File: config.mk
export PLATFORM = sky130hd
export DESIGN_NAME = itree_loader_flat
export DESIGN_NICKNAME = d
export VERILOG_FILES = /design/src/rtl/itree_loader_if.sv /design/src/rtl/itree_loader.sv /design/src/flat_wrapper.sv
export SDC_FILE = /design/constraint.sdc
export NUM_CORES = 1
export LEC_CHECK = 0
export CAP_MARGIN = 15
export CORE_MARGIN = 4
export CORE_UTILIZATION = 46
export CTS_CLUSTER_DIAMETER = 100
export DETAILED_ROUTE_END_ITERATION = 8
export HOLD_SLACK_MARGIN = 0.03
export PLACE_DENSITY_LB_ADDON = 0.08
export SYNTH_ARGS = -nofsm -noshare
export SYNTH_HDL_FRONTEND = slang
export SYNTH_SLANG_ARGS = --single-unit
File: constraint.sdc
create_clock -name clk -period 6.2 [get_ports clk]
set_input_delay 1.55 -clock clk [delete_from_list [all_inputs] [get_ports clk]]
set_output_delay 1.55 -clock clk [all_outputs]
set_load 0.01 [all_outputs]
File: src/rtl/itree_loader_if.sv
// Byte-stream link carrying the serial tree image from the host into the loader.
// The source drives byte_in/byte_valid and holds the byte until byte_ready is seen high.
interface itree_loader_if;
  logic [7:0] byte_in;
  logic       byte_valid;
  logic       byte_ready;

  modport master (output byte_in, output byte_valid, input byte_ready);
  modport slave  (input byte_in, input byte_valid, output byte_ready);
endinterface

File: src/rtl/itree_loader.sv
// Frames SYNC + payload + XOR checksum into a shadow image and commits it to itree_input.
// load_itree fires the cycle after the checksum byte; byte_ready drops only in the COMMIT cycle.
module itree_loader #(
  parameter int          PAYLOAD_BYTES  = 32,
  parameter int          TIMEOUT_CYCLES = 1024,
  parameter logic [7:0]  SYNC_BYTE      = 8'hA5
) (
  input  logic                         clk,
  input  logic                         reset,
  itree_loader_if.slave                link,
  output logic [8*PAYLOAD_BYTES-1:0]   itree_input,
  output logic                         load_itree,
  output logic                         busy,
  output logic                         checksum_error,
  output logic                         timeout_error,
  output logic [7:0]                   frame_count
);

  localparam int IDX_W = (PAYLOAD_BYTES > 1) ? $clog2(PAYLOAD_BYTES) : 1;
  localparam int GAP_W = $clog2(TIMEOUT_CYCLES + 1);

  typedef enum logic [1:0] {IDLE, PAYLOAD, CHECK, COMMIT} state_t;

  state_t                     state, state_nxt;
  logic [8*PAYLOAD_BYTES-1:0] shadow;
  logic [IDX_W-1:0]           idx;
  logic [7:0]                 xor_acc;
  logic [GAP_W-1:0]           gap;
  logic                       xfer, last_byte, chk_ok, is_sync, timeout_hit;

  assign xfer      = link.byte_valid & link.byte_ready;
  assign last_byte = (idx == IDX_W'(PAYLOAD_BYTES - 1));
  assign chk_ok    = (link.byte_in == xor_acc);
  assign is_sync   = (link.byte_in == SYNC_BYTE);
  // A transfer in the expiry cycle wins over the timeout.
  assign timeout_hit = ((state == PAYLOAD) || (state == CHECK)) && !xfer &&
                       (gap == GAP_W'(TIMEOUT_CYCLES - 1));

  always_ff @(posedge clk or negedge reset) begin
    if (!reset) state <= IDLE;
    else        state <= state_nxt;
  end

  always_comb begin
    state_nxt = state;
    case (state)
      IDLE:    if (xfer && is_sync) state_nxt = PAYLOAD;
      PAYLOAD: if (xfer && last_byte) state_nxt = CHECK;
               else if (timeout_hit)  state_nxt = IDLE;
      CHECK:   if (xfer)              state_nxt = chk_ok ? COMMIT : IDLE;
               else if (timeout_hit)  state_nxt = IDLE;
      COMMIT:  state_nxt = IDLE;
      default: state_nxt = IDLE;
    endcase
  end

  always_comb begin
    link.byte_ready = (state != COMMIT);
    busy            = (state != IDLE);
    load_itree      = (state == COMMIT);
  end

  always_ff @(posedge clk or negedge reset) begin
    if (!reset) begin
      itree_input    <= '0;
      shadow         <= '0;
      idx            <= '0;
      xor_acc        <= '0;
      gap            <= '0;
      frame_count    <= '0;
      checksum_error <= 1'b0;
      timeout_error  <= 1'b0;
    end else begin
      checksum_error <= (state == CHECK) && xfer && !chk_ok;
      timeout_error  <= timeout_hit;
      case (state)
        IDLE: begin
          if (xfer && is_sync) begin
            idx     <= '0;
            xor_acc <= '0;
            gap     <= '0;
          end
        end
        PAYLOAD: begin
          if (xfer) begin
            shadow[{idx, 3'b000} +: 8] <= link.byte_in;
            xor_acc <= xor_acc ^ link.byte_in;
            idx     <= last_byte ? '0 : idx + IDX_W'(1);
            gap     <= '0;
          end else begin
            gap     <= timeout_hit ? '0 : gap + GAP_W'(1);
          end
        end
        CHECK: begin
          if (xfer) begin
            gap <= '0;
            // Image and count are updated on the edge that enters COMMIT.
            if (chk_ok) begin
              itree_input <= shadow;
              frame_count <= frame_count + 8'd1;
            end
          end else begin
            gap <= timeout_hit ? '0 : gap + GAP_W'(1);
          end
        end
        default: ;
      endcase
    end
  end

endmodule

File: src/flat_wrapper.sv
// flat-port wrapper written by rule: the top's interface ports become plain ports
module itree_loader_flat 
#(
  parameter int          PAYLOAD_BYTES  = 32,
  parameter int          TIMEOUT_CYCLES = 1024,
  parameter logic [7:0]  SYNC_BYTE      = 8'hA5
)
  (clk, reset, itree_input, load_itree, busy, checksum_error, timeout_error, frame_count, link_byte_in, link_byte_valid, link_byte_ready);
  itree_loader_if link_i ();
  input  logic clk;
  input  logic reset;
  output logic [8*PAYLOAD_BYTES-1:0] itree_input;
  output logic load_itree;
  output logic busy;
  output logic checksum_error;
  output logic timeout_error;
  output logic [7:0] frame_count;
  input wire logic [$bits(link_i.byte_in)-1:0] link_byte_in;
  input wire logic [$bits(link_i.byte_valid)-1:0] link_byte_valid;
  output wire logic [$bits(link_i.byte_ready)-1:0] link_byte_ready;
  assign link_i.byte_in = link_byte_in;
  assign link_i.byte_valid = link_byte_valid;
  assign link_byte_ready = link_i.byte_ready;
  itree_loader #(.PAYLOAD_BYTES(PAYLOAD_BYTES), .TIMEOUT_CYCLES(TIMEOUT_CYCLES), .SYNC_BYTE(SYNC_BYTE)) u_core (.clk(clk), .reset(reset), .link(link_i), .itree_input(itree_input), .load_itree(load_itree), .busy(busy), .checksum_error(checksum_error), .timeout_error(timeout_error), .frame_count(frame_count));
endmodule
==> results.sh <==
export IMPL_grt_max_degree=178
export IMPL_max_cap_violations=0
export IMPL_drt_wl_total_mm=52.7
export IMPL_yosys_warnings=0
export IMPL_cts_root_buf="clkbuf_16"
export IMPL_dr_total_vias=12800
export IMPL_ioPinCount=280
export IMPL_setup_tns_ns=0
export IMPL_setup_viol=0
export IMPL_numCtsBuffers=56
export IMPL_status="complete, no violations"
export IMPL_syn_nets=1489
export IMPL_post_cts_resize_count=0
export IMPL_min_delay_path_class="reg -> reg"
export IMPL_end_kind="flip-flop"
export IMPL_drc=0
export IMPL_p_int_mw=6.27
export IMPL_critPathLaunchType="input port"
export IMPL_drt_vias_per_instance=5.32
export IMPL_finalMaxSlewViolations=0
export IMPL_synth_edff_count=0
export IMPL_die_h_um=226
export IMPL_seq_area_frac_synth_pct=62.5
export IMPL_path_max_fanout=53
export IMPL_firstDrtPassIters=5
export IMPL_slew_headroom_pct=32.1
export IMPL_tightest_slew_ns=1.01
export IMPL_syn_area_um2=21900
export IMPL_ir_drop_mv=0.202
export IMPL_worstSetupPathType="in -> reg"
export IMPL_synth_ff_type="dfrtp_1"
export IMPL_drt_antenna_violating_nets=0
export IMPL_clockPowerShare_pct=38.5
export IMPL_grt_pass1_wl_mm=81.7
export IMPL_cts_tree="built"
export IMPL_drt_initial_drc_count=749
export IMPL_die_area_um2=51300
export IMPL_overflow=0
export IMPL_ff_latch_area_um2=13700
export IMPL_rows=79
export IMPL_finalInstanceArea_um2=27100
export IMPL_multi_input_area_um2=7740
export IMPL_fin_crit_ns=4.08
export IMPL_start_util_pct=46.8
export IMPL_fill_cells=3836
export IMPL_finalPower_mw=8.63
export IMPL_post_cts_buffers=0
export IMPL_drive_above_1_share_pct=35.0
export IMPL_ys_async_sr_fraction_pct=100
export IMPL_globalRouteTotalUtil_pct=20.6
export IMPL_r2r_slack_ns=2.46
export IMPL_clockBufferDepth=3
export IMPL_synth_seq_cells=548
export IMPL_dpl_instance_area_um2=25300
export IMPL_pwr_share_comb_pct=15.0
export IMPL_p_sw_mw=2.36
export IMPL_cts_reportedPaths_clkPinSlew_ns=0.06
export IMPL_syn_mean_instance_area_um2=15.0
export IMPL_core_area_um2=46900
export IMPL_power_density_nw_per_um2=318
export IMPL_hold_viol=0
export IMPL_antenna_found_initial=3
export IMPL_swShare_pct=27.4
export IMPL_dp_cells=2310
export IMPL_grt_pass1_vias=13500
export IMPL_rsz0062_at_grt="false"
export IMPL_avgRoutedWirePerCell_um=21.8
export IMPL_synth_cells=1465
export IMPL_clock_sinks=548
export IMPL_insertion_delay_ns=0.61
export IMPL_place_gp_congestion=0.787
export IMPL_die_w_um=226
export IMPL_worstPathArrival_ns=4.57
export IMPL_p_leak_nw=13.0
export IMPL_place_hpwl_mm=35.2
export IMPL_clock_fmax_ghz=0.245
export IMPL_postCtsHoldBufs=0
export IMPL_fin_crit_sh_pct=65.8
export IMPL_layout_nets=1786
export IMPL_yosysUniqueCellTypes=53
export IMPL_portBuffers=279
export IMPL_crit_required_ns=6.69
export IMPL_stdcell_count=2416
export IMPL_area_growth_syn_to_layout_pct=23.7
export IMPL_seqPwrFrac_pct=46.5
export IMPL_htreeDepth=2
export IMPL_skew_ns=0.0238
[cell families (layout without fill, tap and decap cells)]
| family | Yosys count | after routing | synth area share [%] |
|---|---|---|---|
| other cells | 0 | 2 | 0 |
| mux | 495 | 495 | 25.5 |
| simple gates | 226 | 226 | 5.63 |
| buf+inv | 76 | 418 | 2.22 |
| fa+ha+maj | 13 | 13 | 0.741 |
| compound gates | 88 | 88 | 2.64 |
| xor+xnor | 19 | 19 | 0.793 |
| flops | 548 | 548 | 62.5 |
[flip-flops by register name, summed over array words and instances (netlist names)]
name,cells
u_core.idx,5
u_core.xor_acc,8
u_core.shadow,256
u_core.checksum_error,1
u_core.gap,11
u_core.itree_input,256
u_core.frame_count,8
u_core.state,2
u_core.timeout_error,1
[synthesized netlist by cell type, drive strengths merged (2+ instances only)]
cell type	instances	area share, %
dfrtp	548	62
mux2	489	25
nand2	58	0.99
buf	44	1.7
o21ai	43	1.0
nor2	40	0.96
and2	34	0.97
nand3	21	0.52
clkbuf	20	0.35
o31ai	18	0.68
nor3	15	0.34
ha	13	0.74
nand2b	13	0.37
inv	12	0.21
xor2	11	0.47
a21oi	9	0.22
and3	9	0.26
xnor2	8	0.32
nor2b	7	0.20
mux2i	6	0.39
nand4	5	0.14
a221o	4	0.18
a31oi	4	0.11
nand3b	4	0.14
nand4b	4	0.16
nor4	4	0.11
or3b	4	0.16
o2111ai	3	0.15
a211oi	2	0.11
o21a	2	0.068
or2	2	0.057
[power by group through the flow]
stage | combinational, mW | sequential (mW) | clock [mW]
after floorplan | 0.909 | 4.01 | 0
after global placement | 1.27 | 4.06 | 0
after detailed placement | 1.30 | 4.07 | 0
after CTS | 1.31 | 4.01 | 3.42
after global routing | 1.44 | 4.04 | 3.56
final | 1.30 | 4.01 | 3.32
[layout by cell type, fill, tap and decap left out, types with 3 or more instances in the layout]
cell type / n
a21oi_1: 8
a221o_1: 4
a31oi_1: 4
and2_1: 34
and3_1: 9
buf_12: 6
buf_2: 3
buf_4: 18
clkbuf_1: 18
clkbuf_16: 57
clkbuf_8: 15
clkdlybuf4s50_1: 275
clkinv_2: 6
dfrtp_1: 548
ha_1: 13
inv_1: 12
inv_6: 3
mux2_1: 4
mux2_2: 485
mux2i_1: 4
nand2_1: 58
nand2b_1: 13
nand3_1: 19
nand3b_1: 4
nand4_1: 5
nand4b_1: 4
nor2_1: 24
nor2_2: 12
nor2_4: 4
nor2b_1: 7
nor3_1: 15
nor4_1: 4
o21ai_0: 42
o31ai_1: 17
or3b_2: 4
xnor2_1: 8
xor2_1: 10
[critical path, cell delays in order]
cell and delay [ns]:
clkdlybuf4s50_1 0.55, xor2_1 0.20, nor4_1 0.55, and4_4 0.90, buf_4 0.37, mux2_2 0.36
[metrics by stage]
| stage | utilization (%) | hold slack (ns) | setup WS, ns |
|---|---|---|---|
| final | 57.9 | 0.474 | 2.12 |
| after global routing | 57.9 | 0.498 | 2.02 |
| after floorplan | - | 0.443 | 2.85 |
| after CTS | 57.9 | 0.477 | 2.17 |
| after detailed placement | 54.0 | 0.465 | 1.53 |
| after global placement | 54.0 | 0.459 | 1.58 |
[area by class of cell]
cell class / count / share of cell area (%)
Sequential cell: 548 / 50.5
Multi-Input combinational cell: 841 / 28.5
Timing Repair Buffer: 303 / 11.2
Clock buffer: 90 / 6.27
Tap cell: 607 / 2.80
Clock inverter: 13 / 0.484
Inverter: 12 / 0.166
Antenna cell: 2 / 0.0184
[routing by layer]
metal	wire length, um	global-route usage, %
met3	3020	5.19
met5	0	0
met1	23700	28.8
met2	24800	32.7
met4	1160	5.20
[final timing paths]
| check | startpoint | end | cells after the start |
|---|---|---|---|
| worst max-delay path | link_byte_in[6] | u_core.itree_input[186] | 6 |
| worst min-delay path | u_core.frame_count[7] | u_core.frame_count[7] | 1 |
| worst max register to register | u_core.idx[0] | u_core.shadow[47] | 8 |
| worst min register to register | u_core.frame_count[7] | u_core.frame_count[7] | 1 |
| max in group asynchronous | reset | u_core.shadow[122] | 2 |
| min in group asynchronous | reset | u_core.itree_input[222] | 1 |
(Power assumes the default switching activity.)
==> RTL change, RTL diff (config.mk and constraints unchanged) <==
Make the reset (`reset`) synchronous in 2 clocked blocks.
--- a/src/rtl/itree_loader.sv
+++ b/src/rtl/itree_loader.sv
@@ -37,5 +37,5 @@
                        (gap == GAP_W'(TIMEOUT_CYCLES - 1));
 
-  always_ff @(posedge clk or negedge reset) begin
+  always_ff @(posedge clk) begin
     if (!reset) state <= IDLE;
     else        state <= state_nxt;
@@ -61,5 +61,5 @@
   end
 
-  always_ff @(posedge clk or negedge reset) begin
+  always_ff @(posedge clk) begin
     if (!reset) begin
       itree_input    <= '0;
Function: differs if reset is asserted again (counterexample within 4 cycles, from zero or initial values and one cycle with reset low); with reset held inactive, the same outputs for 4 cycles.
==> RTL change against the unedited design <==
Maximum frequency rose by 2.6%; wire length increased by 9.1%; setup slack improved by 0.10 ns; cell area fell by 6.4%; area after synthesis down 6.9%; count of clock-buffer cells in the layout shrank 1; sequential cell count did not move; largest cell class unchanged; highest routed layer unchanged.
Power is not compared: it rests on default switching activity, and its combinational part moved more than twofold at a synthesized area within 25%.
==> RTL change: results (changes against the unedited design) <==
* DRT iter0 DRCs at 1082 (was 749)
* First-pass GRT wire length at 90100 microns (was 81700 microns)
* Final non-filler cell total at 3168 (was 2416)
* Fill cell count at 3925 (was 3836)
* Clock Skew at 0.0163 ns (was 0.0238 ns)
* Sequential standard cell area at 11000 sq um (was 13700 sq um)
* Met3 WL post-DR at 3560 microns (was 3020 microns)
* Vias in the first global route at 16198 (was 13469)
* Cell Int Power at 5.56 mW
* Syn_nets at 2359 (was 1489)
* Placed cell areas at 23500 sq um (was 25300 sq um)
* Met1 global-route usage at 30.9% (was 28.8%)
* Routed vias/inst at 5.24 (was 5.32)
* Dpl cells at 3065 (was 2310)
* Reg2reg start: u_core.idx[0]$_SDFFE_PN0P_ (was u_core.idx[0]$_DFFE_PN0P_)
* GPL Wtd Cong at 0.806 (was 0.787)
* GRT Resource Usage Total at 23.4% (was 20.6%)
* Initial antenna violation count at 0 (was 3)
* Average size of a mapped cell at 8.75 sq um (was 15.0 sq um)
* Outcome: finished, final reports clean (unchanged)
* Seq power at 3.53 mW
* Crit path DAT at 4.41 ns (was 4.57 ns)
* DP Wirelength at 37400 microns (was 35200 microns)
* Diode count at 0 (was 2)
* Reg2reg path depth at 7 (was 8)
* Synth area leaders: dfxtp_1 (54%), nand2_1 (15%), mux2i_1 (12%) (was dfrtp_1 (62%), mux2_2 (25%), buf_6 (1.0%))
* Layout cells sized above 1 at 5.73% (was 35.0%)
* Final net count at 2562 (was 1786)
* Met2 Use GR at 39.2% (was 32.7%)
* M1 WL at 25200 microns (was 23700 microns)
* Worst R2R Setup Slack at 2.63 ns (was 2.46 ns)
* Async S/R FF share, synth at 0% (was 100%)
* Seq/Total Area, Yosys at 53.7% (was 62.5%)
* Pre-CTS setup slack at 1.79 ns (was 1.53 ns)
* Top cells by count, synth: nand2_1 (830), dfxtp_1 (548), a21oi_1 (290), mux2i_1 (249), clkbuf_1 (136) (was dfrtp_1 (548), mux2_2 (485), nand2_1 (58), o21ai_0 (42), and2_1 (34))
* Post-synth top flop: dfxtp_1 (was dfrtp_1)
* Largest stage delay on the critical path at 0.84 ns (was 0.90 ns)
* Crit-path slowest cell: clkdlybuf4s50_1 (was and4_4)
* Synth cell types at 59 (was 53)
* Worst slew margin at 5.87% (was 32.1%)
* Worst setup path startpoint: link_byte_in[3] (was link_byte_in[6])
* Drt total wl at 57500 microns (was 52700 microns)
* Tmin final at 3.97 ns (was 4.08 ns)
* Worst-path fanout max at 219 (was 53)
* Ys Warns at 0 (unchanged)
* Routing usage on met3 at 4.69% (was 5.19%)
* Critical Path Sink: u_core.frame_count[4]$_SDFFE_PN0P_ (was u_core.itree_input[186]$_DFFE_PN0P_)
* Met2 WL at 27400 microns (was 24800 microns)
* Reg-to-Reg End: u_core.shadow[50]$_SDFFE_PN0P_ (was u_core.shadow[47]$_DFFE_PN0P_)
* Top delay family on crit path: buffers and inverters (was simple AND/OR/NAND/NOR gates)
* Worst Hold Depth at 2 (was 1)
==> RTL change: cell types whose count changed in the layout (fill, tap and decap cells not counted), sizes merged, moves of 31 or more <==
cell / unedited run / this run
mux2: 489 / 0
mux2i: 6 / 249
dfxtp: 0 / 548
nand2: 58 / 830
dfrtp: 548 / 0
and2: 34 / 3
a21oi: 9 / 290
==> RTL change: worst min-delay path by stage <==
stage / start / endpoint / slack, ns
floorplan: u_core.shadow[0]$_SDFFE_PN0P_ / u_core.itree_input[0]$_SDFFE_PN0P_ / 0.43
global placement: u_core.shadow[229]$_SDFFE_PN0P_ / u_core.itree_input[229]$_SDFFE_PN0P_ / 0.44
detailed placement: u_core.shadow[155]$_SDFFE_PN0P_ / u_core.itree_input[155]$_SDFFE_PN0P_ / 0.44
CTS: u_core.shadow[206]$_SDFFE_PN0P_ / u_core.itree_input[206]$_SDFFE_PN0P_ / 0.45
global route: u_core.shadow[245]$_SDFFE_PN0P_ / u_core.itree_input[245]$_SDFFE_PN0P_ / 0.46
finish: u_core.shadow[206]$_SDFFE_PN0P_ / u_core.itree_input[206]$_SDFFE_PN0P_ / 0.44
==> RTL change: cells by family (layout without fill, tap and decap cells) <==
| family | Yosys count | in the layout | share of synthesized area [%] |
|---|---|---|---|
| mux | 249 | 249 | 12.2 |
| simple gates | 1000 | 1000 | 20.5 |
| buf+inv | 164 | 412 | 3.16 |
| xor+xnor | 12 | 12 | 0.551 |
| fa+ha+maj | 13 | 13 | 0.797 |
| flops | 548 | 548 | 53.7 |
| compound gates | 349 | 349 | 9.09 |
==> RTL change: final cells by class <==
type                    count  share of cell area (%)
flip-flops and latches    548                    43.2
multi-input cells        1623                    34.7
repair buffers            297                    11.7
clock buffers              89                    6.71
well taps                 585                    2.88
clock inverters            14                   0.630
inverters                  12                   0.207
